[src/rtl/line_byte_packer_pkg.sv]
// Shared types and helpers for the line byte packer.
// Byte order: LINE_BYTE_PACKER_MSB_FIRST_EN puts the first byte of a word in bits [31:24].
package line_byte_packer_pkg;

    localparam int BYTES_PER_WORD = 4;
    localparam int WORD_W         = 32;

    typedef logic [1:0] lane_t;

`ifdef LINE_BYTE_PACKER_MSB_FIRST_EN
    localparam bit MSB_FIRST = 1'b1;
`else
    localparam bit MSB_FIRST = 1'b0;
`endif

    // Physical byte slot of a logical lane (lane 0 = first byte of the word).
    function automatic lane_t lane_byte_pos(input lane_t lane);
        return MSB_FIRST ? lane_t'(2'd3 - lane) : lane;
    endfunction

    function automatic logic [3:0] keep_mask(input logic [2:0] nbytes);
        logic [3:0] m;
        case (nbytes)
            3'd1:    m = 4'b0001;
            3'd2:    m = 4'b0011;
            3'd3:    m = 4'b0111;
            3'd4:    m = 4'b1111;
            default: m = 4'b0000;
        endcase
        return MSB_FIRST ? {m[0], m[1], m[2], m[3]} : m;
    endfunction

endpackage

[src/rtl/line_byte_packer_oreg.sv]
// Output word register with valid/ready hold; load_en tells the packer its word was taken.
module line_byte_packer_oreg
    import line_byte_packer_pkg::*;
(
    input  logic              clk,
    input  logic              rst,
    input  logic              load_req,
    input  logic [WORD_W-1:0] in_data,
    input  logic [3:0]        in_keep,
    input  logic              in_sol,
    input  logic              in_last,
    output logic              load_en,
    output logic              out_valid,
    input  logic              out_ready,
    output logic [WORD_W-1:0] out_data,
    output logic [3:0]        out_keep,
    output logic              out_sol,
    output logic              out_last
);

    assign load_en = load_req && (!out_valid || out_ready);

    always_ff @(posedge clk) begin
        if (rst) begin
            out_valid <= 1'b0;
            out_data  <= '0;
            out_keep  <= '0;
            out_sol   <= 1'b0;
            out_last  <= 1'b0;
        end else if (load_en) begin
            out_valid <= 1'b1;
            out_data  <= in_data;
            out_keep  <= in_keep;
            out_sol   <= in_sol;
            out_last  <= in_last;
        end else if (out_ready) begin
            out_valid <= 1'b0;
        end
    end

endmodule

[src/rtl/line_byte_packer.sv]
// Pops bytes from the line FIFO and packs them into 32-bit words framed per video line.
// Byte order selected by LINE_BYTE_PACKER_MSB_FIRST_EN (see package).
module line_byte_packer
    import line_byte_packer_pkg::*;
#(
    parameter int LEN_W = 11,
    parameter int CNT_W = 16
) (
    input  logic             clk,
    input  logic             rst,
    input  logic             fifo_rd_vld,
    input  logic [7:0]       fifo_rd_data,
    output logic             fifo_rd_en,
    input  logic [LEN_W-1:0] line_len,
    output logic             out_valid,
    input  logic             out_ready,
    output logic [31:0]      out_data,
    output logic [3:0]       out_keep,
    output logic             out_sol,
    output logic             out_last,
    output logic [CNT_W-1:0] lines_done
);

    localparam logic [LEN_W:0] REM_ONE  = (LEN_W+1)'(1);
    localparam logic [LEN_W:0] REM_FULL = {1'b1, {LEN_W{1'b0}}};

    logic [WORD_W-1:0] acc_q;
    logic [WORD_W-1:0] acc_d;
    lane_t             acc_cnt_q;
    logic              acc_full_q;
    logic              acc_sol_q;
    logic              acc_last_q;
    logic [3:0]        acc_keep_q;
    logic              in_line_q;
    logic [LEN_W:0]    rem_q;
    logic [LEN_W:0]    rem_eff;
    logic [CNT_W-1:0]  lines_done_q;
    logic              xfer;
    logic              pop;
    logic              line_start;
    logic              final_byte;
    logic              word_done;

    assign fifo_rd_en = fifo_rd_vld && !rst && (!acc_full_q || xfer);
    assign pop        = fifo_rd_en;
    assign line_start = !in_line_q;

    // line_len only matters on the first byte of a line; 0 encodes a full 2^LEN_W line
    always_comb begin
        rem_eff = rem_q;
        if (line_start) begin
            rem_eff = (line_len == '0) ? REM_FULL : {1'b0, line_len};
        end
    end

    assign final_byte = (rem_eff == REM_ONE);
    assign word_done  = final_byte || (acc_cnt_q == lane_t'(BYTES_PER_WORD - 1));

    // A word leaving on xfer frees acc, so a same-cycle pop starts from a clean word
    always_comb begin
        acc_d = xfer ? '0 : acc_q;
        if (pop) begin
            acc_d[{lane_byte_pos(acc_cnt_q), 3'b000} +: 8] = fifo_rd_data;
        end
    end

    always_ff @(posedge clk) begin
        if (rst) begin
            acc_q        <= '0;
            acc_cnt_q    <= '0;
            acc_full_q   <= 1'b0;
            acc_sol_q    <= 1'b0;
            acc_last_q   <= 1'b0;
            acc_keep_q   <= '0;
            in_line_q    <= 1'b0;
            rem_q        <= '0;
            lines_done_q <= '0;
        end else begin
            acc_q <= acc_d;
            if (pop) begin
                acc_cnt_q  <= word_done ? '0 : acc_cnt_q + lane_t'(1);
                acc_full_q <= word_done;
                if (word_done) begin
                    acc_keep_q <= keep_mask({1'b0, acc_cnt_q} + 3'd1);
                    acc_last_q <= final_byte;
                end
                if (acc_cnt_q == '0) begin
                    acc_sol_q <= line_start;
                end
                rem_q     <= rem_eff - REM_ONE;
                in_line_q <= !final_byte;
            end else if (xfer) begin
                acc_full_q <= 1'b0;
            end
            if (out_valid && out_ready && out_last) begin
                lines_done_q <= lines_done_q + CNT_W'(1);
            end
        end
    end

    assign lines_done = lines_done_q;

    line_byte_packer_oreg u_oreg (
        .clk       (clk),
        .rst       (rst),
        .load_req  (acc_full_q),
        .in_data   (acc_q),
        .in_keep   (acc_keep_q),
        .in_sol    (acc_sol_q),
        .in_last   (acc_last_q),
        .load_en   (xfer),
        .out_valid (out_valid),
        .out_ready (out_ready),
        .out_data  (out_data),
        .out_keep  (out_keep),
        .out_sol   (out_sol),
        .out_last  (out_last)
    );

endmodule

[config.mk]
export PLATFORM = sky130hd
export DESIGN_NAME = line_byte_packer
export DESIGN_NICKNAME = d
export VERILOG_FILES = /design/src/rtl/line_byte_packer_pkg.sv /design/src/rtl/line_byte_packer_oreg.sv /design/src/rtl/line_byte_packer.sv
export SDC_FILE = /design/constraint.sdc
export NUM_CORES = 1
export LEC_CHECK = 0
export CAP_MARGIN = 25
export CORE_ASPECT_RATIO = 1.1
export CORE_MARGIN = 2
export CORE_UTILIZATION = 48
export DETAILED_ROUTE_END_ITERATION = 6
export PLACE_DENSITY = 0.87
export SYNTH_ARGS = -nofsm -noshare
export SYNTH_HDL_FRONTEND = slang
export SYNTH_SLANG_ARGS = --single-unit
[constraint.sdc]
create_clock -name clk -period 2.6 [get_ports clk]
set_input_delay 0.39 -clock clk [delete_from_list [all_inputs] [get_ports clk]]
set_output_delay 0.39 -clock clk [all_outputs]
set_load 0.005 [all_outputs]
Word-level counts from Yosys, hierarchy flattened:

Index checks and enable logic that the tools add are counted.

* $add $sub $neg: 5
* equal/unequal tests: 6
* shifts and indexed selects: 2
* mux-type cells: 11
* reduce and logical (&&, ||, !) cells: 19

Operators with widths (number)
* 32-bit two-way mux: 2
* 32-bit bitwise mux: 1
* 8-bit by 7-bit variable shift with 32-bit output, first input constant: 1
* 8-bit by 7-bit indexed part select with 32-bit output: 1
* 12-bit two-way mux: 2
* 16-bit by 1-bit adder with 16-bit output, second input constant: 1
* 4-bit one-hot mux with 4 select lines: 1
* 12-bit by 1-bit equality test with 1-bit output, second input constant: 1
* 12-bit by 1-bit subtractor with 12-bit output, second input constant: 1
* 11-bit zero test: 1
* 5-bit negator with 7-bit output: 1
* 3-bit by 2-bit equality test with 1-bit output, second input constant: 2
* 1-bit logical AND: 5
* 1-bit zero test: 5
* 1-bit two-way mux: 4
* 2-bit AND reduction: 2
* 2-bit nonzero test: 2
* 2-bit by 1-bit adder with 3-bit output, second input constant: 1
* 3-bit by 1-bit equality test with 1-bit output, second input constant: 1
* 3-bit equality test, second input constant: 1
* 1-bit logical OR: 3
* 2-bit by 1-bit adder with 2-bit output, second input constant: 1
* 2-bit equality test, second input constant: 1
* 2-bit zero test: 1
* 2-bit two-way mux: 1

* register bits after elaboration: 109
* output and inout bits: 56

Longest topological paths before layout:

Gate-level depths: netlist of run 1.

* depth after elaboration: 6
* mapped depth: 10
* depth with buffers taken out: 7

By module:

A second synthesis of run 1 with hierarchy kept.

* cell total of the unflattened synthesis: 557
* area total of the unflattened synthesis: 5134.9 um^2

By module, submodules not included
* line_byte_packer: instances 1, cells an instance 388, area an instance 3402.0 um^2, sequential area each 1401.3 um^2
* line_byte_packer_oreg: instances 1, cells an instance 169, area an instance 1732.9 um^2, sequential area each 780.7 um^2

Worst setup path before layout of run 1:

OpenSTA, ideal clock, no wires.

* path kind: register to register
* start: register in_line_q
* end: register rem_q[10]
* setup time: 95 ps
* arrival time: 2470 ps
* path slack: 35 ps
* stages on the path, launching flop included: 11
* clock period less this slack: 2565 ps
* cell sequence: dfxtp_1 -> buf_6 -> buf_2 -> buf_2 -> mux2i_1 -> ha_1 -> nor4bb_1 -> a32oi_2 -> or3_4 -> xor2_1 -> o311ai_1

* word-level cells in the longest chain between the ends: 2

Ends and longest elaborated chain
* from (decl): RTL line line_byte_packer.sv:34 `logic in_line_q;`
* from (signal assigned): RTL line line_byte_packer.sv:91 `in_line_q <= !final_byte;`
* 12-bit two-way mux: RTL line line_byte_packer.sv:51 `if (line_start) begin`
* 12-bit by 1-bit subtractor with 12-bit output: RTL line line_byte_packer.sv:90 `rem_q <= rem_eff - REM_ONE;`
* to (signal assigned): RTL line line_byte_packer.sv:90
* to (decl): RTL line line_byte_packer.sv:35 `logic [LEN_W:0] rem_q;`

No other way between the ends.
A chain may end at the register's enable or synchronous reset.

Final worst setup path of run 1:

* start: input port out_ready
* end: output port fifo_rd_en

* word-level cells in the longest chain between the ends: 4

Ends and longest elaborated chain
* from (decl): RTL line line_byte_packer.sv:16 `input logic out_ready,`
* 1-bit logical OR: RTL line line_byte_packer_oreg.sv:21 `assign load_en = load_req && (!out_valid || out_ready);`
* 1-bit logical AND: RTL line line_byte_packer_oreg.sv:21
* 1-bit logical OR: RTL line line_byte_packer.sv:44 `assign fifo_rd_en = fifo_rd_vld && !rst && (!acc_full_q || xfer);`
* 1-bit logical AND: RTL line line_byte_packer.sv:44
* to (decl): RTL line line_byte_packer.sv:13 `output logic fifo_rd_en,`

No other way between the ends.

==> metrics.sh, run 1 <==
RUN_STATUS='finished, final reports clean'
INSERTEDDIODECOUNT=0
PATH_CLASS='input pin to primary output'
MULTIINPUTGATEAREA_UM2=2477
POWERDENSITY_nW_PER_UM2=513.9
TRANSITION_TIME_AT_THE_PIN_WITH_THE_LEAST_SLEW_MARGIN_NS=0.6561
SYNTH_EDF_COUNT=0
DIEWIDTH_UM=99.78
GRT_ANTENNA_BEFORE_REPAIR=0
SYN_INST=582
TIMING.MAX_SLEW.REL_SLACK=0.5626
CLOCK-ROOT-BUFFER='sky130_fd_sc_hd__clkbuf_8'
DATA_ARRIVAL_AT_THE_ENDPOINT_OF_THE_CRITICAL_PATH_NS=2.00
HTREE_LEVELS=3
GRT_PASS1_VIAS=4215
FMAX_MHz=418.9
ROUTE.FINAL.WIRE_LENGTH_MM=11.64
FINAL_COUNT_OF_HOLD_TIMING_VIOLATIONS=0
SYNTH_TOP_CELL_BY_AREA='sky130_fd_sc_hd__dfxtp_1'
POWER.IR.VDD_WORST_uV=266.4
CORE_AREA_UM2=9842
WORSTHOLDPATHTYPE='flip-flop to flip-flop'
TIMING.CRITICAL_PATH.FROM_TYPE='input pin'
GRT_USE_TOTAL=0.2163
SYNTH-SEQ-AREA-SHARE=0.4505
CTS_TREE='yes'
TOTAL_LEAKAGE_POWER_uW=0.002005
WORST_EP_REQUIRED_TIME_NS=2.21
DRIVE_ABOVE_1_SHARE=0.07763
GRT_SETUP_UNREPAIRED='no'
ROW_COUNT=38
YOSYS_REGISTER_BITS=109
PERIOD_NEEDED_NS=2.387
FINAL-SEQ-AREA_UM2=2182
CRITPATHMAXFANOUT=4
GRT_FIRST_PASS_WIRELENGTH_MM=19.35
ROUTED-VIA-COUNT=4417
ROUTE.DETAILED.VIAS_PER_INST=5.685
POST-CTS-SETUP-BUFFER-COUNT=0
DRT_FIRST_PASS_ITERS=4
GRT_REMAINING_OVERFLOW=0
FILLER_CELL_COUNT=849
FINAL_NETS=686
IOPINCOUNT=79
ROUTEDWLPERCELL_UM=14.98
DRCVIOLATIONCOUNT=0
DESIGN_POWER_TOTAL_uW=3061
CTS-BUFFERS-INSERTED=9
CLK_PIN_SLEW_NS=0.11
CTS.HOLD.BUFFERS_ADDED=0
FINALCLOCKSKEW_NS=0.01479
DESIGN.DIE.AREA_UM2=10910
FINAL_CORE_UTIL=0.6053
HPWL_MM=8.133
SYNTH_ASYNC_RESET_RATIO=0
CLK-INSERTION-DELAY-LATE_NS=0.37
FP.DIEH_UM=109.4
DOMINANTREGCELLSYNTH='sky130_fd_sc_hd__dfxtp_1'
CLOCKBUFFERDEPTH=2
GPL.FINAL_WEIGHTED_CONGESTION=0.8738
GRT_MAX_DEGREE=65
AREA_GROWTH_FROM_SYNTHESIS_TO_LAYOUT_PCT=22.99
DETAIL-ROUTE-ANTENNA-NETS=0
YOSYSWARNINGCOUNT=0
SYN_NETS=616
CAP_VIOL_MAX_COUNT=0
CTSRESIZECOUNT=0
SYNTHTOPCELLSBYAREA='sky130_fd_sc_hd__dfxtp_1 45%, sky130_fd_sc_hd__a21oi_1 8.5%, sky130_fd_sc_hd__nand2_1 7.9%'
FINALCRITPERIODSHARE=0.9182
POST-SYNTH-TOP-AREA-FRACTION=0.4505
SETUP_VIOLATIONS=0
DETAILEDROUTE.FIRSTITERATIONVIOLATIONS=189
WORSTSETUPENDPOINTTYPE='primary output'
NUMPORTBUFFERS=78
CTS_SINKS=109
NETLIST_AREA_UM2=4843
FINAL_MAX_SLEW_VIOLS=0
YOSYS.CELL_TYPES.COUNT=56
SYNTHESIS.AREA_PER_INSTANCE_UM2=8.322
INITIAL_UTILIZATION=0.4921
worst paths after layout:
check	cells after the start	slack, ns	to	start
setup reg to reg	6	0.33	acc_keep_q[0]$_SDFFE_PP0P_	in_line_q$_SDFFE_PP0P_
hold / removal	2	0.45	u_oreg.out_keep[1]$_SDFFE_PP0P_	acc_keep_q[1]$_SDFFE_PP0P_
setup / recovery	4	0.21	fifo_rd_en	out_ready
hold reg to reg	2	0.45	u_oreg.out_keep[1]$_SDFFE_PP0P_	acc_keep_q[1]$_SDFFE_PP0P_
through the flow:
stage	hold slack (ns)	TNS (ns)	instance area, µm²	setup slack [ns]	instances
finish	0.4468	0	5957	0.2126	777
global placement	0.4415	0	5762	0.08277	761
global route	0.4738	0	5957	0.1330	777
floorplan	0.4273	0	4843	0.03503	582
CTS	0.4408	0	5957	0.2376	777
detailed placement	0.4409	-0.01014	5762	-0.01014	761
kinds of logic (layout without fill, tap and decap cells):
logic type | after synthesis | after routing | share of synthesized area
and+or+nand+nor | 261 | 261 | 0.2674
DFF | 109 | 109 | 0.4505
AOI/OAI and AO/OA | 129 | 129 | 0.1633
adders and majority gates | 11 | 11 | 0.02842
buffers and inverters | 45 | 120 | 0.03849
xor gates and xnor gates | 20 | 20 | 0.03617
muxes | 7 | 7 | 0.01576
placed cells by master, fill, tap and decap left out, drive strengths merged, types with 2 or more instances in the layout:
master | netlist | layout
xor2 | 13 | 13
nand2 | 102 | 102
buf | 11 | 18
a221oi | 3 | 3
nor3b | 7 | 7
nor4 | 10 | 10
clkinvlp | 0 | 2
or3 | 6 | 6
xnor2 | 7 | 7
clkbuf | 25 | 9
and3 | 6 | 6
o21ai | 12 | 12
clkinv | 0 | 3
nand3b | 4 | 4
nand4 | 7 | 7
o311ai | 2 | 2
nor2 | 34 | 34
a211oi | 2 | 2
nor4b | 2 | 2
mux2i | 5 | 5
clkdlybuf4s50 | 0 | 77
nor3 | 11 | 11
ha | 11 | 11
and2 | 8 | 8
and4 | 2 | 2
a21oi | 83 | 83
inv | 9 | 11
dfxtp | 109 | 109
mux2 | 2 | 2
o31a | 2 | 2
or3b | 2 | 2
nand3 | 51 | 51
a22oi | 15 | 15
nor2b | 5 | 5
registers in the layout (all words and copies together), names as in the netlist, 2 cells and up:
register         cells
acc_cnt_q            2
u_oreg.out_keep      4
acc_q               32
acc_keep_q           4
rem_q               12
lines_done          16
u_oreg.out_data     32
area by class of cell:
class	instances	area share
tap	120	0.02520
inverter	9	0.005671
clock inverter	7	0.01197
multi-input combinational	428	0.4159
clock buffer	9	0.02079
sequential	109	0.3663
timing repair buffer	95	0.1542
cells in the mapped netlist, types with 2 or more instances:
master	number
sky130_fd_sc_hd__and2_1	8
sky130_fd_sc_hd__nor2b_1	5
sky130_fd_sc_hd__a221oi_2	2
sky130_fd_sc_hd__clkbuf_1	25
sky130_fd_sc_hd__a22oi_1	15
sky130_fd_sc_hd__dfxtp_1	109
sky130_fd_sc_hd__xnor2_1	7
sky130_fd_sc_hd__nor2_1	34
sky130_fd_sc_hd__nand3_1	51
sky130_fd_sc_hd__buf_6	2
sky130_fd_sc_hd__nand3b_1	4
sky130_fd_sc_hd__inv_1	9
sky130_fd_sc_hd__nor4_1	8
sky130_fd_sc_hd__buf_2	2
sky130_fd_sc_hd__or3_1	5
sky130_fd_sc_hd__o21ai_0	12
sky130_fd_sc_hd__and3_1	6
sky130_fd_sc_hd__ha_1	11
sky130_fd_sc_hd__a21oi_1	82
sky130_fd_sc_hd__buf_1	7
sky130_fd_sc_hd__nor3b_1	7
sky130_fd_sc_hd__nand2_1	102
sky130_fd_sc_hd__nor3_1	9
sky130_fd_sc_hd__o311ai_1	2
sky130_fd_sc_hd__nor3_2	2
sky130_fd_sc_hd__o31a_1	2
sky130_fd_sc_hd__a211oi_1	2
sky130_fd_sc_hd__xor2_1	13
sky130_fd_sc_hd__mux2i_1	5
sky130_fd_sc_hd__and4_1	2
sky130_fd_sc_hd__nand4_1	6
sky130_fd_sc_hd__nor4b_1	2
critical path, cell delays in order:
cell	delay (ns)
sky130_fd_sc_hd__clkdlybuf4s50_1	0.53
sky130_fd_sc_hd__and3b_1	0.23
sky130_fd_sc_hd__nor3_2	0.27
sky130_fd_sc_hd__clkdlybuf4s50_1	0.58
report_power, final:
group | switching (µW) | internal, µW | leakage (µW)
Sequential | 30.1 | 1700 | 0.000881
Clock | 629 | 374 | 0.0000922
Combinational | 198 | 135 | 0.00103
layer usage:
metal / wire length, µm / GRT usage / vias to the layer above
met5: 0 / 0 / -
met4: 265 / 0.08611 / 0
met3: 586 / 0.03242 / 24
met2: 5793 / 0.3784 / 136
met1: 4997 / 0.2689 / 2072
li1: - / - / 2185
(Power assumes the default switching activity.)
==> run 2, diff against run 1 <==
CORE_MARGIN = unset   (was 2)
==> metrics.sh, run 2 (synthesized netlist as in run 1, its figures left out) <==
PERIOD_NEEDED_NS=2.438
ROUTEDWLPERCELL_UM=14.67
CLOCKBUFFERDEPTH=2
FAILING_CHECKS='design-rule violations'
GRT_ANTENNA_BEFORE_REPAIR=0
GRT_FIRST_PASS_WIRELENGTH_MM=19.09
FINAL_CORE_UTIL=0.6058
TRANSITION_TIME_AT_THE_PIN_WITH_THE_LEAST_SLEW_MARGIN_NS=0.8687
WORSTSETUPENDPOINTTYPE='flip-flop'
ROUTE.FINAL.WIRE_LENGTH_MM=11.42
LAYOUT_COMMON_CELLS='109 x sky130_fd_sc_hd__dfxtp_1, 101 x sky130_fd_sc_hd__nand2_1, 82 x sky130_fd_sc_hd__a21oi_1, 77 x sky130_fd_sc_hd__clkdlybuf4s50_1, 51 x sky130_fd_sc_hd__nand3_1'
HTREE_LEVELS=3
INITIAL_UTILIZATION=0.4921
AREA_GROWTH_FROM_SYNTHESIS_TO_LAYOUT_PCT=23.09
POWERDENSITY_nW_PER_UM2=510.9
ROUTE.DETAILED.VIAS_PER_INST=5.707
DRCVIOLATIONCOUNT=16
TIMING.REG2REG.WORST_PATH_DEPTH=7
CAP_VIOL_MAX_COUNT=0
DRIVE_ABOVE_1_SHARE=0.07903
CTS_TREE='yes'
TIMING.CRITICAL_PATH.FROM_TYPE='flip-flop'
POWER.IR.VDD_WORST_uV=252.0
PATH_CLASS='flip-flop to flip-flop'
FINAL_COUNT_OF_HOLD_TIMING_VIOLATIONS=0
ROW_COUNT=38
FINAL-SEQ-AREA_UM2=2182
CLK-INSERTION-DELAY-LATE_NS=0.38
FILLER_CELL_COUNT=882
FIN_SETUP_TNS_NS=0
CLK_PIN_SLEW_NS=0.11
REG2REG_SETUP_SLACK_NS=0.16
DETAIL-ROUTE-ANTENNA-NETS=0
HPWL_MM=8.054
CTS-BUFFERS-INSERTED=9
DRT_FIRST_PASS_ITERS=7
INSERTEDDIODECOUNT=0
GRT_USE_TOTAL=0.2214
GRT_MAX_DEGREE=91
FINAL_MAX_SLEW_VIOLS=0
ROUTED-VIA-COUNT=4440
DETAILEDROUTE.FIRSTITERATIONVIOLATIONS=219
POST-CTS-SETUP-BUFFER-COUNT=0
WORST_EP_REQUIRED_TIME_NS=2.89
MIN_DELAY_PATH_DEPTH=2
TOTAL_LEAKAGE_POWER_uW=0.002016
DESIGN.DIE.AREA_UM2=10500
CLOCK-ROOT-BUFFER='sky130_fd_sc_hd__clkbuf_8'
CRITPATHMAXFANOUT=9
FINALCRITPERIODSHARE=0.9378
DIEWIDTH_UM=97.78
TIMING.HOLD.WS_NS=0.3931
CTS.HOLD.BUFFERS_ADDED=0
IOPINCOUNT=79
FINALCLOCKSKEW_NS=0.01007
POST-PLACE-CELLS=762
RUN_STATUS='finished, violations left'
MOSTFREQUENTLAYOUTCELL='sky130_fd_sc_hd__dfxtp_1'
CTS_SINKS=109
SETUP_VIOLATIONS=0
FIN_CELLS=778
NUMPORTBUFFERS=78
CORE_AREA_UM2=9842
FINAL_NETS=687
GRT_SETUP_UNREPAIRED='no'
CTSRESIZECOUNT=0
FP.DIEH_UM=107.4
GRT_PASS1_VIAS=4316
PRE_CTS_WS_NS=-0.04518
DATA_ARRIVAL_AT_THE_ENDPOINT_OF_THE_CRITICAL_PATH_NS=2.72
GPL.FINAL_WEIGHTED_CONGESTION=0.8647
FIN_WS_NS=0.1616
MULTIINPUTGATEAREA_UM2=2477
GRT_REMAINING_OVERFLOW=0
WORSTHOLDPATHTYPE='input pin to flip-flop'
TIMING.MAX_SLEW.REL_SLACK=0.4209
FMAX_MHz=410.1
-- run 2: cell types whose count changed in the layout (fill, tap and decap cells not counted) --
cell                         delta
sky130_fd_sc_hd__inv_6          +3
sky130_fd_sc_hd__clkinvlp_4     -2
sky130_fd_sc_hd__buf_4          +1
sky130_fd_sc_hd__inv_8          -2
sky130_fd_sc_hd__clkinv_4       +1
-- run 2: metal layers --
| layer | share of wire | GRT usage | vias to the layer above |
|---|---|---|---|
| met1 | 0.42 | 0.2676 | 2104 |
| met2 | 0.51 | 0.3901 | 132 |
| met4 | 0.017 | 0.09091 | 0 |
| met3 | 0.052 | 0.03831 | 20 |
| met5 | 0 | 0 | - |
| li1 | - | - | 2184 |
-- run 2: report_power, final --
group / switching [µW] / internal, µW
combinational: 197 / 135
sequential: 33.6 / 1700
clock: 613 / 372
-- run 2: cell type report --
| type | count | share of cell area |
|---|---|---|
| clock buffer | 9 | 0.02078 |
| timing repair buffer | 96 | 0.1553 |
| sequential | 109 | 0.3660 |
| inverter | 9 | 0.005666 |
| clock inverter | 7 | 0.01154 |
| tap | 120 | 0.02518 |
| multi-input combinational | 428 | 0.4155 |
-- run 2: metrics by stage --
stage               instance area (µm²)  total power [µW]
floorplan                          4843              1968
global placement                   5769              2074
detailed placement                 5769              2091
CTS                                5962              3063
global route                       5962              3184
finish                             5962              3046
-- run 2: path summary, 6_finish.rpt --
check / start / endpoint
max: in_line_q$_SDFFE_PP0P_ / rem_q[10]$_SDFFE_PP0P_
min: rst / lines_done[2]$_SDFFE_PP0P_
max reg2reg: in_line_q$_SDFFE_PP0P_ / rem_q[10]$_SDFFE_PP0P_
min reg2reg: u_oreg.out_data[9]$_SDFFE_PP0P_ / u_oreg.out_data[9]$_SDFFE_PP0P_
-- run 2: critical path: stages (launching register included) --
cell,delay [ns]
sky130_fd_sc_hd__dfxtp_1,0.54
sky130_fd_sc_hd__mux2i_1,0.35
sky130_fd_sc_hd__ha_1,0.23
sky130_fd_sc_hd__nor4bb_1,0.34
sky130_fd_sc_hd__a32oi_2,0.14
sky130_fd_sc_hd__or3_4,0.38
sky130_fd_sc_hd__xor2_1,0.15
sky130_fd_sc_hd__o311ai_1,0.21
==> run 3, diff against run 2 <==
--- a/config.mk
+++ b/config.mk
@@ -10,2 +10,3 @@
 export CORE_UTILIZATION = 48
+export CTS_CLUSTER_SIZE = 14
 export DETAILED_ROUTE_END_ITERATION = 6
==> constraint.sdc (replaced) <==
create_clock -name clk -period 2.6 [get_ports clk]
set_input_delay 0.26 -clock clk [delete_from_list [all_inputs] [get_ports clk]]
set_output_delay 0.26 -clock clk [all_outputs]
set_load 0.005 [all_outputs]
==> metrics.sh, run 3 (synthesized netlist as in run 1, its figures left out) <==
RUN_STATUS='finished, violations left'
FAILING_CHECKS='design-rule violations'
CLK_PIN_SLEW_NS=0.10
DRCVIOLATIONCOUNT=16
FINALCRITPERIODSHARE=0.8887
GRT_SETUP_UNREPAIRED='no'
GRT_REMAINING_OVERFLOW=0
DESIGN.DIE.AREA_UM2=10500
CLOCK-ROOT-BUFFER='sky130_fd_sc_hd__clkbuf_8'
POST-CTS-SETUP-BUFFER-COUNT=0
TIMING.MAX_SLEW.REL_SLACK=0.5833
PATH_CLASS='flip-flop to flip-flop'
FINAL_MAX_SLEW_VIOLS=0
INSERTEDDIODECOUNT=0
CRIT_PATH_CELL_TRACE='mux2i_1 -> ha_1 -> nor4bb_1 -> a32oi_2 -> or3_4 -> xor2_1 -> o311ai_1'
ROUTE.DETAILED.VIAS_PER_INST=5.684
DESIGN_POWER_TOTAL_uW=3007
GRT_ANTENNA_BEFORE_REPAIR=0
FINAL_NETS=682
IOPINCOUNT=79
TIMING.CRITICAL_PATH.FROM_TYPE='flip-flop'
AREA_GROWTH_FROM_SYNTHESIS_TO_LAYOUT_PCT=21.96
WORSTHOLDPATHTYPE='input pin to flip-flop'
POWER.INTERNAL_uW=2208
ROW_COUNT=38
CP_SLOWEST_CELL='sky130_fd_sc_hd__dfxtp_1'
PERIOD_NEEDED_NS=2.311
ROUTED-VIA-COUNT=4394
CTS_TREE='yes'
RELATIVE_CONTRIBUTION_OF_SEQUENTIAL_CELLS_TO_TOTAL_POWER=0.574
COMBINATIONAL_SHARE_OF_POWER=0.109
DIEWIDTH_UM=97.78
CRITPATHMAXFANOUT=5
CTSRESIZECOUNT=0
LAYOUT_COMMON_CELLS='109 x sky130_fd_sc_hd__dfxtp_1, 101 x sky130_fd_sc_hd__nand2_1, 82 x sky130_fd_sc_hd__a21oi_1, 77 x sky130_fd_sc_hd__clkdlybuf4s50_1, 51 x sky130_fd_sc_hd__nand3_1'
CRITICAL_PATH.N_BUFFERS_INVERTERS=0
ROUTE.FINAL.WIRE_LENGTH_MM=11.39
WORSTSETUPENDPOINTTYPE='flip-flop'
DRT_FIRST_PASS_ITERS=7
GRT_MAX_DEGREE=63
FP.DIEH_UM=107.4
POWER.IR.VDD_WORST_uV=333.3
NUMPORTBUFFERS=78
TRANSITION_TIME_AT_THE_PIN_WITH_THE_LEAST_SLEW_MARGIN_NS=0.6251
WORST_EP_REQUIRED_TIME_NS=2.86
FINAL_CELL_AREA_UM2=5907
DRIVE_ABOVE_1_SHARE=0.07198
GRT_USE_TOTAL=0.2246
CTS.HOLD.BUFFERS_ADDED=0
ROUTEDWLPERCELL_UM=14.73
TIMING.HOLD.WS_NS=0.3719
FINALCLOCKSKEW_NS=0.007826
DETAILEDROUTE.FIRSTITERATIONVIOLATIONS=190
CP_TOP_FAMILY='simple AND/OR/NAND/NOR gates'
DATA_ARRIVAL_AT_THE_ENDPOINT_OF_THE_CRITICAL_PATH_NS=2.57
DETAIL-ROUTE-ANTENNA-NETS=0
POWERDENSITY_nW_PER_UM2=509.1
SETUP_VIOLATIONS=0
HPWL_MM=8.034
GRT_PASS1_VIAS=4202
CLK-INSERTION-DELAY-LATE_NS=0.36
CORE_AREA_UM2=9842
HTREE_LEVELS=3
FINAL_COUNT_OF_HOLD_TIMING_VIOLATIONS=0
CTS_SINKS=109
REG2REG_SETUP_SLACK_NS=0.29
TOTAL_LEAKAGE_POWER_uW=0.001977
MAX_STAGE_DELAY_NS=0.43
POWER.SHARE.SWITCHING=0.2657
FMAX_MHz=432.8
CLOCKBUFFERDEPTH=2
P_SWITCHING_uW=799.0
GPL.FINAL_WEIGHTED_CONGESTION=0.8654
CLOCK_POWER_SHARE=0.317
FIN_SETUP_TNS_NS=0
GRT_FIRST_PASS_WIRELENGTH_MM=19.20
CAP_VIOL_MAX_COUNT=0
INITIAL_UTILIZATION=0.4921
CTS-BUFFERS-INSERTED=9
MOSTFREQUENTLAYOUTCELL='sky130_fd_sc_hd__dfxtp_1'
POSTPLACECELLAREA_UM2=5719
-- run 3: changes by cell type in the layout (fill, tap and decap cells not counted), sizes merged --
cell / change
inv: -3
clkbuf: +1
buf: -5
clkinvlp: +2
-- run 3: final cells by class --
type / instances / area (µm²)
fillers: 863 / 3935
multi-input cells: 428 / 2477
flip-flops and latches: 109 / 2182
repair buffers: 91 / 875.8
well taps: 120 / 150.1
clock buffers: 10 / 137.6
clock inverters: 6 / 50.05
inverters: 9 / 33.78
-- run 3: power by group through the flow --
stage          clock, µW  combinational (µW)  sequential, µW
5_1_grt             1060                 355            1730
4_1_cts              976                 324            1730
3_3_place_gp           0                 308            1760
2_1_floorplan          0                 214            1750
3_5_place_dp           0                 321            1760
6_report             952                 328            1730
-- run 3: worst paths after layout --
path	endpoint	cells after the start	startpoint
worst max register to register	rem_q[10]$_SDFFE_PP0P_	7	in_line_q$_SDFFE_PP0P_
worst max-delay path	rem_q[10]$_SDFFE_PP0P_	7	in_line_q$_SDFFE_PP0P_
worst min register to register	u_oreg.out_data[18]$_SDFFE_PP0P_	2	acc_q[18]$_SDFF_PP0_
worst min-delay path	acc_q[31]$_SDFF_PP0_	2	rst
-- run 3: stage by stage --
stage / std cells / utilization / worst slack (ns)
2_1_floorplan: 582 / - / 0.03503
6_report: 773 / 0.6002 / 0.2894
3_5_place_dp: 757 / 0.5811 / 0.07596
3_3_place_gp: 757 / 0.5811 / 0.2053
4_1_cts: 773 / 0.6002 / 0.2850
5_1_grt: 773 / 0.6002 / 0.1051
-- run 3: per-layer routing --
metal / global-route usage / vias up / wire length (µm)
met1: 0.2708 / 2062 / 4870
li1: - / 2168 / -
met5: 0 / - / 0
met2: 0.4043 / 142 / 5760
met3: 0.03896 / 22 / 531
met4: 0.07576 / 0 / 226
